File: src/rtl/ppm_decoder.sv
// PPM frame decoder: SOF pair, four 2-bit symbols (LSB pair first), EOF.
// Emits one byte per frame with a data_valid pulse, or a frame_err pulse on abort.
module ppm_decoder #(
  parameter int unsigned SLOT_LEN = 128,
  parameter int unsigned SOF_GAP  = 79,
  parameter int unsigned TOL      = 4
) (
  input  logic       clk,
  input  logic       rst,
  input  logic       Din,
  output logic [7:0] data_out,
  output logic       data_valid,
  output logic       frame_err,
  output logic       busy
);

  localparam int unsigned CNT_W  = 10;
  localparam int unsigned POS_W  = $clog2(SLOT_LEN);
  localparam int unsigned SLOT_W = CNT_W - POS_W;
  localparam int unsigned SOF_W  = 15;

  localparam logic [CNT_W-1:0]  CNT_MAX        = '1;
  localparam logic [CNT_W-1:0]  RISE_MIN       = CNT_W'(SOF_W - TOL);
  localparam logic [CNT_W-1:0]  RISE_MAX       = CNT_W'(SOF_W + TOL);
  localparam logic [CNT_W-1:0]  GAP_MIN        = CNT_W'(SOF_GAP - TOL);
  localparam logic [CNT_W-1:0]  GAP_MAX        = CNT_W'(SOF_GAP + TOL);
  localparam logic [POS_W-1:0]  POS_MIN        = POS_W'(8);
  localparam logic [POS_W-1:0]  EOF_LO         = POS_W'(16);
  localparam logic [POS_W-1:0]  EOF_LAST       = POS_W'(47);
  localparam logic [POS_W-1:0]  POS_TIMEOUT    = POS_W'(SLOT_LEN - 2);
  localparam logic [POS_W-1:0]  POS_LAST       = POS_W'(SLOT_LEN - 1);
  localparam logic [SLOT_W-1:0] LAST_DATA_SLOT = SLOT_W'(4);

  typedef enum logic [2:0] {IDLE, SOF1, SOF2, DATA, EOF} state_t;

  state_t             state;
  logic               s1, s2, s3;
  logic               fall_q, rise_q;
  logic               seen, sof_bad;
  logic [CNT_W-1:0]   cnt;
  logic [7:0]         byte_q;
  logic [POS_W-1:0]   pos;
  logic [SLOT_W-1:0]  slot;
  logic [1:0]         sym, k;
  logic               err_c;

  // cnt is the offset from t0; slot 0 is SOF, 1..4 data, 5 EOF
  assign pos  = cnt[POS_W-1:0];
  assign slot = cnt[CNT_W-1:POS_W];
  assign sym  = pos[POS_W-1 -: 2];
  assign k    = 2'(slot - 1'b1);

  // Synchronizer plus registered edge detect: fall_q lands 3 cycles after Din
  always_ff @(posedge clk or negedge rst) begin
    if (!rst) begin
      s1     <= 1'b1;
      s2     <= 1'b1;
      s3     <= 1'b1;
      fall_q <= 1'b0;
      rise_q <= 1'b0;
    end else begin
      s1     <= Din;
      s2     <= s1;
      s3     <= s2;
      fall_q <= s3 & ~s2;
      rise_q <= ~s3 & s2;
    end
  end

  // Frame abort conditions; timeouts fire one cycle early so frame_err lands on the limit
  always_comb begin
    err_c = 1'b0;
    case (state)
      SOF1: err_c = rise_q ? (cnt < RISE_MIN || cnt > RISE_MAX) : (cnt == RISE_MAX);
      SOF2: err_c = fall_q ? (sof_bad || cnt > GAP_MAX) : (cnt == GAP_MAX);
      DATA: err_c = fall_q ? (slot == '0 || seen || pos < POS_MIN)
                           : (slot != '0 && !seen && pos == POS_TIMEOUT);
      EOF:  err_c = fall_q ? (pos < EOF_LO || pos > EOF_LAST) : (pos == EOF_LAST);
      default: err_c = 1'b0;
    endcase
  end

  always_ff @(posedge clk or negedge rst) begin
    if (!rst) begin
      state      <= IDLE;
      cnt        <= '0;
      byte_q     <= '0;
      seen       <= 1'b0;
      sof_bad    <= 1'b0;
      data_out   <= '0;
      data_valid <= 1'b0;
      frame_err  <= 1'b0;
      busy       <= 1'b0;
    end else begin
      data_valid <= 1'b0;
      frame_err  <= 1'b0;
      if (cnt != CNT_MAX) cnt <= cnt + 1'b1;
      if (err_c) begin
        frame_err <= 1'b1;
        state     <= IDLE;
        busy      <= 1'b0;
      end else begin
        case (state)
          IDLE: begin
            cnt     <= '0;
            seen    <= 1'b0;
            sof_bad <= 1'b0;
            byte_q  <= '0;
            if (fall_q) begin
              cnt   <= CNT_W'(1);
              state <= SOF1;
              busy  <= 1'b1;
            end
          end
          SOF1: if (rise_q) state <= SOF2;
          // An early second fall is only reported when the gap window closes
          SOF2: if (fall_q) begin
            if (cnt < GAP_MIN) sof_bad <= 1'b1;
            else               state   <= DATA;
          end
          DATA: begin
            if (fall_q) begin
              byte_q[{k, 1'b0} +: 2] <= sym;
              seen                   <= 1'b1;
            end
            if (pos == POS_LAST) begin
              seen <= 1'b0;
              if (slot == LAST_DATA_SLOT) state <= EOF;
            end
          end
          EOF: if (fall_q) begin
            data_out   <= byte_q;
            data_valid <= 1'b1;
            state      <= IDLE;
            busy       <= 1'b0;
          end
          default: begin
            state <= IDLE;
            busy  <= 1'b0;
          end
        endcase
      end
    end
  end

endmodule

File: config.mk
export PLATFORM = sky130hd
export DESIGN_NAME = ppm_decoder
export DESIGN_NICKNAME = d
export VERILOG_FILES = /design/src/rtl/ppm_decoder.sv
export SDC_FILE = /design/constraint.sdc
export NUM_CORES = 1
export LEC_CHECK = 0
export ABC_AREA = 1
export CAP_MARGIN = 20
export CORE_MARGIN = 5
export CORE_UTILIZATION = 59
export DETAILED_ROUTE_END_ITERATION = 10
export PLACE_DENSITY_LB_ADDON = 0.15
export SLEW_MARGIN = 25
export SYNTH_ARGS = -nofsm -noshare
export SYNTH_HDL_FRONTEND = slang
export SYNTH_SLANG_ARGS = --single-unit
File: constraint.sdc
create_clock -name clk -period 2.61 [get_ports clk]
set_input_delay 0.6525 -clock clk [delete_from_list [all_inputs] [get_ports clk]]
set_output_delay 0.6525 -clock clk [all_outputs]
set_load 0.05 [all_outputs]
Word level (Yosys, flattened, before mapping)

Cells that the tools add are included.
Widths: inputs -> output; s select.

$add $sub $neg: 3
Magnitude comparators: 7
Eq/ne operators: 23
Shift-type cells: 2
Muxes and demuxes: 34
Bitwise operators: 5
Reductions and logical operators: 20

Operator list:

| cell                  | count |
|---|---|
| $mux 10               | 3 |
| $mux 3                | 8 |
| $ne 3x3->1 const B    | 8 |
| $pmux 8 s2            | 1 |
| $mux 1                | 15 |
| $pmux 3 s5            | 1 |
| $eq 7x7->1 const B    | 2 |
| $reduce_and 3->1      | 4 |
| $add 10x1->10 const B | 1 |
| $eq 10x5->1 const B   | 1 |
| $eq 10x7->1 const B   | 1 |
| $gt 10x5->1 const B   | 1 |
| $gt 10x7->1 const B   | 1 |
| $lt 10x4->1 const B   | 1 |
| $lt 10x7->1 const B   | 1 |
| $ne 10x10->1 const B  | 1 |
| $bwmux 8              | 1 |
| $mux 8                | 1 |
| $shift 2x5->8 const A | 1 |
| $shiftx 2x5->8        | 1 |
| $eq 7x6->1 const B    | 1 |
| $gt 7x6->1 const B    | 1 |
| $lt 7x4->1 const B    | 1 |
| $lt 7x5->1 const B    | 1 |
| other kinds (21)      | 36 |

Register bits after elaboration: 39
Bits of input ports: 3
Output and inout bits: 11
Word-level logic and storage cells: 108

Depth between registers and ports, before layout

Depth in word-level cells: 7
Gate-level depth with buffers: 15
Gate-level depth less buffers: 15

Worst setup path after synthesis

Ideal clock, no wire load.

Kind: reg2reg
Start: register cnt[7]
End: register data_out[2]
Setup time: 0.120 ns
Arrival time: 1.743 ns
Data required time: 2.490 ns
Setup slack: 0.747 ns
Cell stages (with the launch flop): 14
Buffers on the path: 1
Period minus slack after synthesis: 1.863 ns
Path through: dfrtp_1 > inv_2 > ha_1 > a21oi_1 > nand2_1 > nand3_1 > nand2_1 > inv_2 > nand2_2 > nor2_8 > nand4_2 > buf_6 > nand2_1 > o21ai_2

Cells in the longest elaborated chain, start to end: 7
Elaborated cells between the ends (all ways): 19
Classes of those cells: 3 x order compare; 2 x eq/ne; 4 x mux; 1 x bitwise; 9 x reduce/logical

Ends and longest elaborated chain:

| element                                             | RTL line | source |
|---|---|---|
| start, declared                                     | 40       | `logic [CNT_W-1:0] cnt;` |
| start signal, assigned                              | 97       | `if (cnt != CNT_MAX) cnt <= cnt + 1'b1;` |
| branches (longest 4 deep; another with $gt 10x7->1) | --       |  |
| $pmux 1 s4 *                                        | 73       | `case (state)` |
| $not 1->1 (no line) *                               | --       |  |
| $reduce_and 3->1 (no line) *                        | --       |  |
| end signal, assigned                                | 132      | `data_out <= byte_q;` |
| end, declared                                       | 11       | `output logic [7:0] data_out,` |

Mark *: on every way between the ends.
A chain may end at the register's enable or synchronous reset.

Worst setup path in the final report

Start: register cnt[7]
End: register data_out[0]

Same word-level chain as after synthesis.

==> flow_metrics.tcl <==
set metrics [dict create \
    status "finished, final reports clean" \
    ant_nets 0 \
    start_util 0.604 \
    hold_path.class "reg2reg" \
    cts_resized 0 \
    fp.dieH_um 71.0 \
    core_um2 3630 \
    grt_util_all_layers 0.186 \
    drcViolationCount 0 \
    synth.distinct_cells 30 \
    overflow 0 \
    critPathArrivalTime_ps 2460 \
    cts_buffer_depth 2 \
    final_common_cell "nand2_1" \
    rsz0062_at_grt "false" \
    firstDrtPassIters 5 \
    finalCriticalPeriod_ps 2220 \
    num_vias 1828 \
    cp_data_required_time_ps 2840 \
    cts-hold-fix-buffers 0 \
    io_pins 14 \
    clock-root-buffer "clkbuf_8" \
    cts_made_buffers 5 \
    maxSlewHeadroom 0.446 \
    syn-cell-area_um2 2200 \
    drive_gt1_frac 0.123 \
    leakagePower_nw 1.27 \
    dieArea_um2 5040 \
    slowest_delay_ps 430 \
    cp_num_buf_inv 3 \
    setup_tns_ps 0 \
    min_period_over_period 0.851 \
    routed_via_density 5.12 \
    grt_max_degree 40 \
    finalSetupViolCount 0 \
    areaGrowthSynthToFinish_pct 13.0 \
    grt_pass1_vias 1791 \
    vdd_drop_max_mv 0.469 \
    clock.fmax_ghz 0.450 \
    cts.sinks 39 \
    cap_violations 0 \
    drt-initial-drc-count 47 \
    maxSlewViolCount 0 \
    ys_ff_latch 39 \
    multi_input_area_um2 1030 \
    crit_top_cell "nand2_1" \
    clk_pin_slew_worst_paths_ps 70 \
    finalNetCount 319 \
    hold_viol_final 0 \
    cts_tree "done" \
    syn-instance-count 291 \
    htree_levels 2 \
    std_cell_rows 22 \
    cp_slowest_cell "dfrtp_1" \
    fillers 332 \
    worst_setup_path_start_kind "flip-flop" \
    yosysWarnings 0 \
    power_density_nw_per_um2 820 \
    post-cts-setup-buffers 0 \
    grt_pass1_wl_um 7480 \
    die_width_um 71.0 \
    routedWlPerCell_um 11.7 \
    critical_path.cell_chain "inv_2 > ha_1 > a21oi_1 > nand2_1 > nand3_1 > nand2_1 > inv_2 > nand2_2 > nor2_8 > nand4_2 > inv_2 > nand2_1 > nand2_1" \
    end_kind "flip-flop" \
    hold_ws_ps 361 \
    syn_avg_cell_area_um2 7.55 \
    worst_path_dominant_cell_family "simple AND/OR/NAND/NOR gates" \
    diodes 0 \
    antenna_found_initial 0 \
    port_buffers 13 \
    worst_pin_slew_ps 831 \
    synth.net_count 302 \
    gp_congestion 0.913 \
    layout_common_cells "nand2_1, dfrtp_1, inv_1" \
    synth_seq_area_share 0.446 \
    ff_latch_area_um2 980 \
    critPathMaxFanout 12 \
    hpwlAfterDp_um 3120 \
    clk_latency_ps 290 \
    worst-setup-path-type "reg2reg" \
    finClkSkew_ps 10.6 \
    wl_um 4190 \
]
==> worst register-to-register path, delay by kind of cell (launching register included) <==
family | cells | cell delay, ps
AO/OA/AOI/OAI | 1 | 190
adder cells (fa/ha/maj) | 1 | 240
buffers and inverters | 3 | 400
flip-flops | 1 | 430
AND/OR/NAND/NOR | 8 | 890
==> cell type report <==
type | count | share of cell area
well taps | 48 | 0.0242
repair buffers | 14 | 0.0535
clock inverters | 2 | 0.0141
flip-flops and latches | 39 | 0.395
clock buffers | 6 | 0.0333
inverters | 44 | 0.0666
multi-input cells | 204 | 0.414
==> final timing paths <==
kind	slack [ps]	startpoint	depth (start not counted)	endpoint
min	360	s1	0	s2
min in group asynchronous	450	rst	1	data_out[0]
max	390	cnt[7]	13	data_out[0]
max in group asynchronous	1620	rst	1	cnt[4]
min reg2reg	360	s1	0	s2
max reg2reg	390	cnt[7]	13	data_out[0]
==> layer usage <==
layer,vias to the layer above,wire length (um),global-route usage
met5,-,0,0
met4,0,97,0.0960
met3,11,192,0.0511
met2,34,2050,0.304
met1,827,1850,0.224
li1,956,-,-
==> sequential cells by signal, summed over array words and instances, names as in the netlist <==
signal,flops
s3,1
seen,1
s1,1
busy,1
fall_q,1
state,3
sof_bad,1
cnt,10
data_valid,1
byte_q,8
rise_q,1
data_out,8
frame_err,1
s2,1
==> kinds of logic after synthesis <==
logic type,count (synthesis),synth area share
compound gates,36,0.0969
buf+inv,48,0.0866
flops,39,0.446
fa+ha+maj,8,0.0456
simple gates,159,0.321
xor+xnor,1,0.00399
==> power breakdown <==
group / switching [mW] / internal, mW / total [mW] / leakage [nW]
clock: 0.206 / 0.309 / 0.515 / 0.0612
combinational: 0.511 / 0.249 / 0.760 / 0.691
sequential: 0.0775 / 0.683 / 0.761 / 0.522
==> per-stage QoR <==
step                setup WS, ps  instances  total power [mW]  cell area, um^2  utilization
floorplan                    747        291              1.35             2200            -
detailed placement           401        349              1.53             2360        0.650
finish                       389        357              2.04             2480        0.683
global placement             474        349              1.53             2360        0.650
CTS                          363        357              2.06             2480        0.683
global route                 147        357              2.21             2480        0.683
==> Yosys cell counts (all sizes together) <==
cell type | number | area (um^2)
a21boi | 1 | 7.51
a21oi | 9 | 45.0
nand2 | 85 | 327
nor3 | 5 | 30.0
nand4 | 4 | 31.3
xor2 | 1 | 8.76
dfstp | 3 | 78.8
nor4 | 1 | 6.26
dfrtp | 36 | 901
o211ai | 3 | 22.5
nor2 | 37 | 170
a211oi | 1 | 7.51
o211a | 1 | 10.0
o21ai | 18 | 101
ha | 8 | 100
nand3 | 27 | 140
a31oi | 3 | 18.8
buf | 3 | 21.3
clkbuf | 1 | 3.75
inv | 44 | 165
No activity file was read; power rests on OpenSTA's default activity.
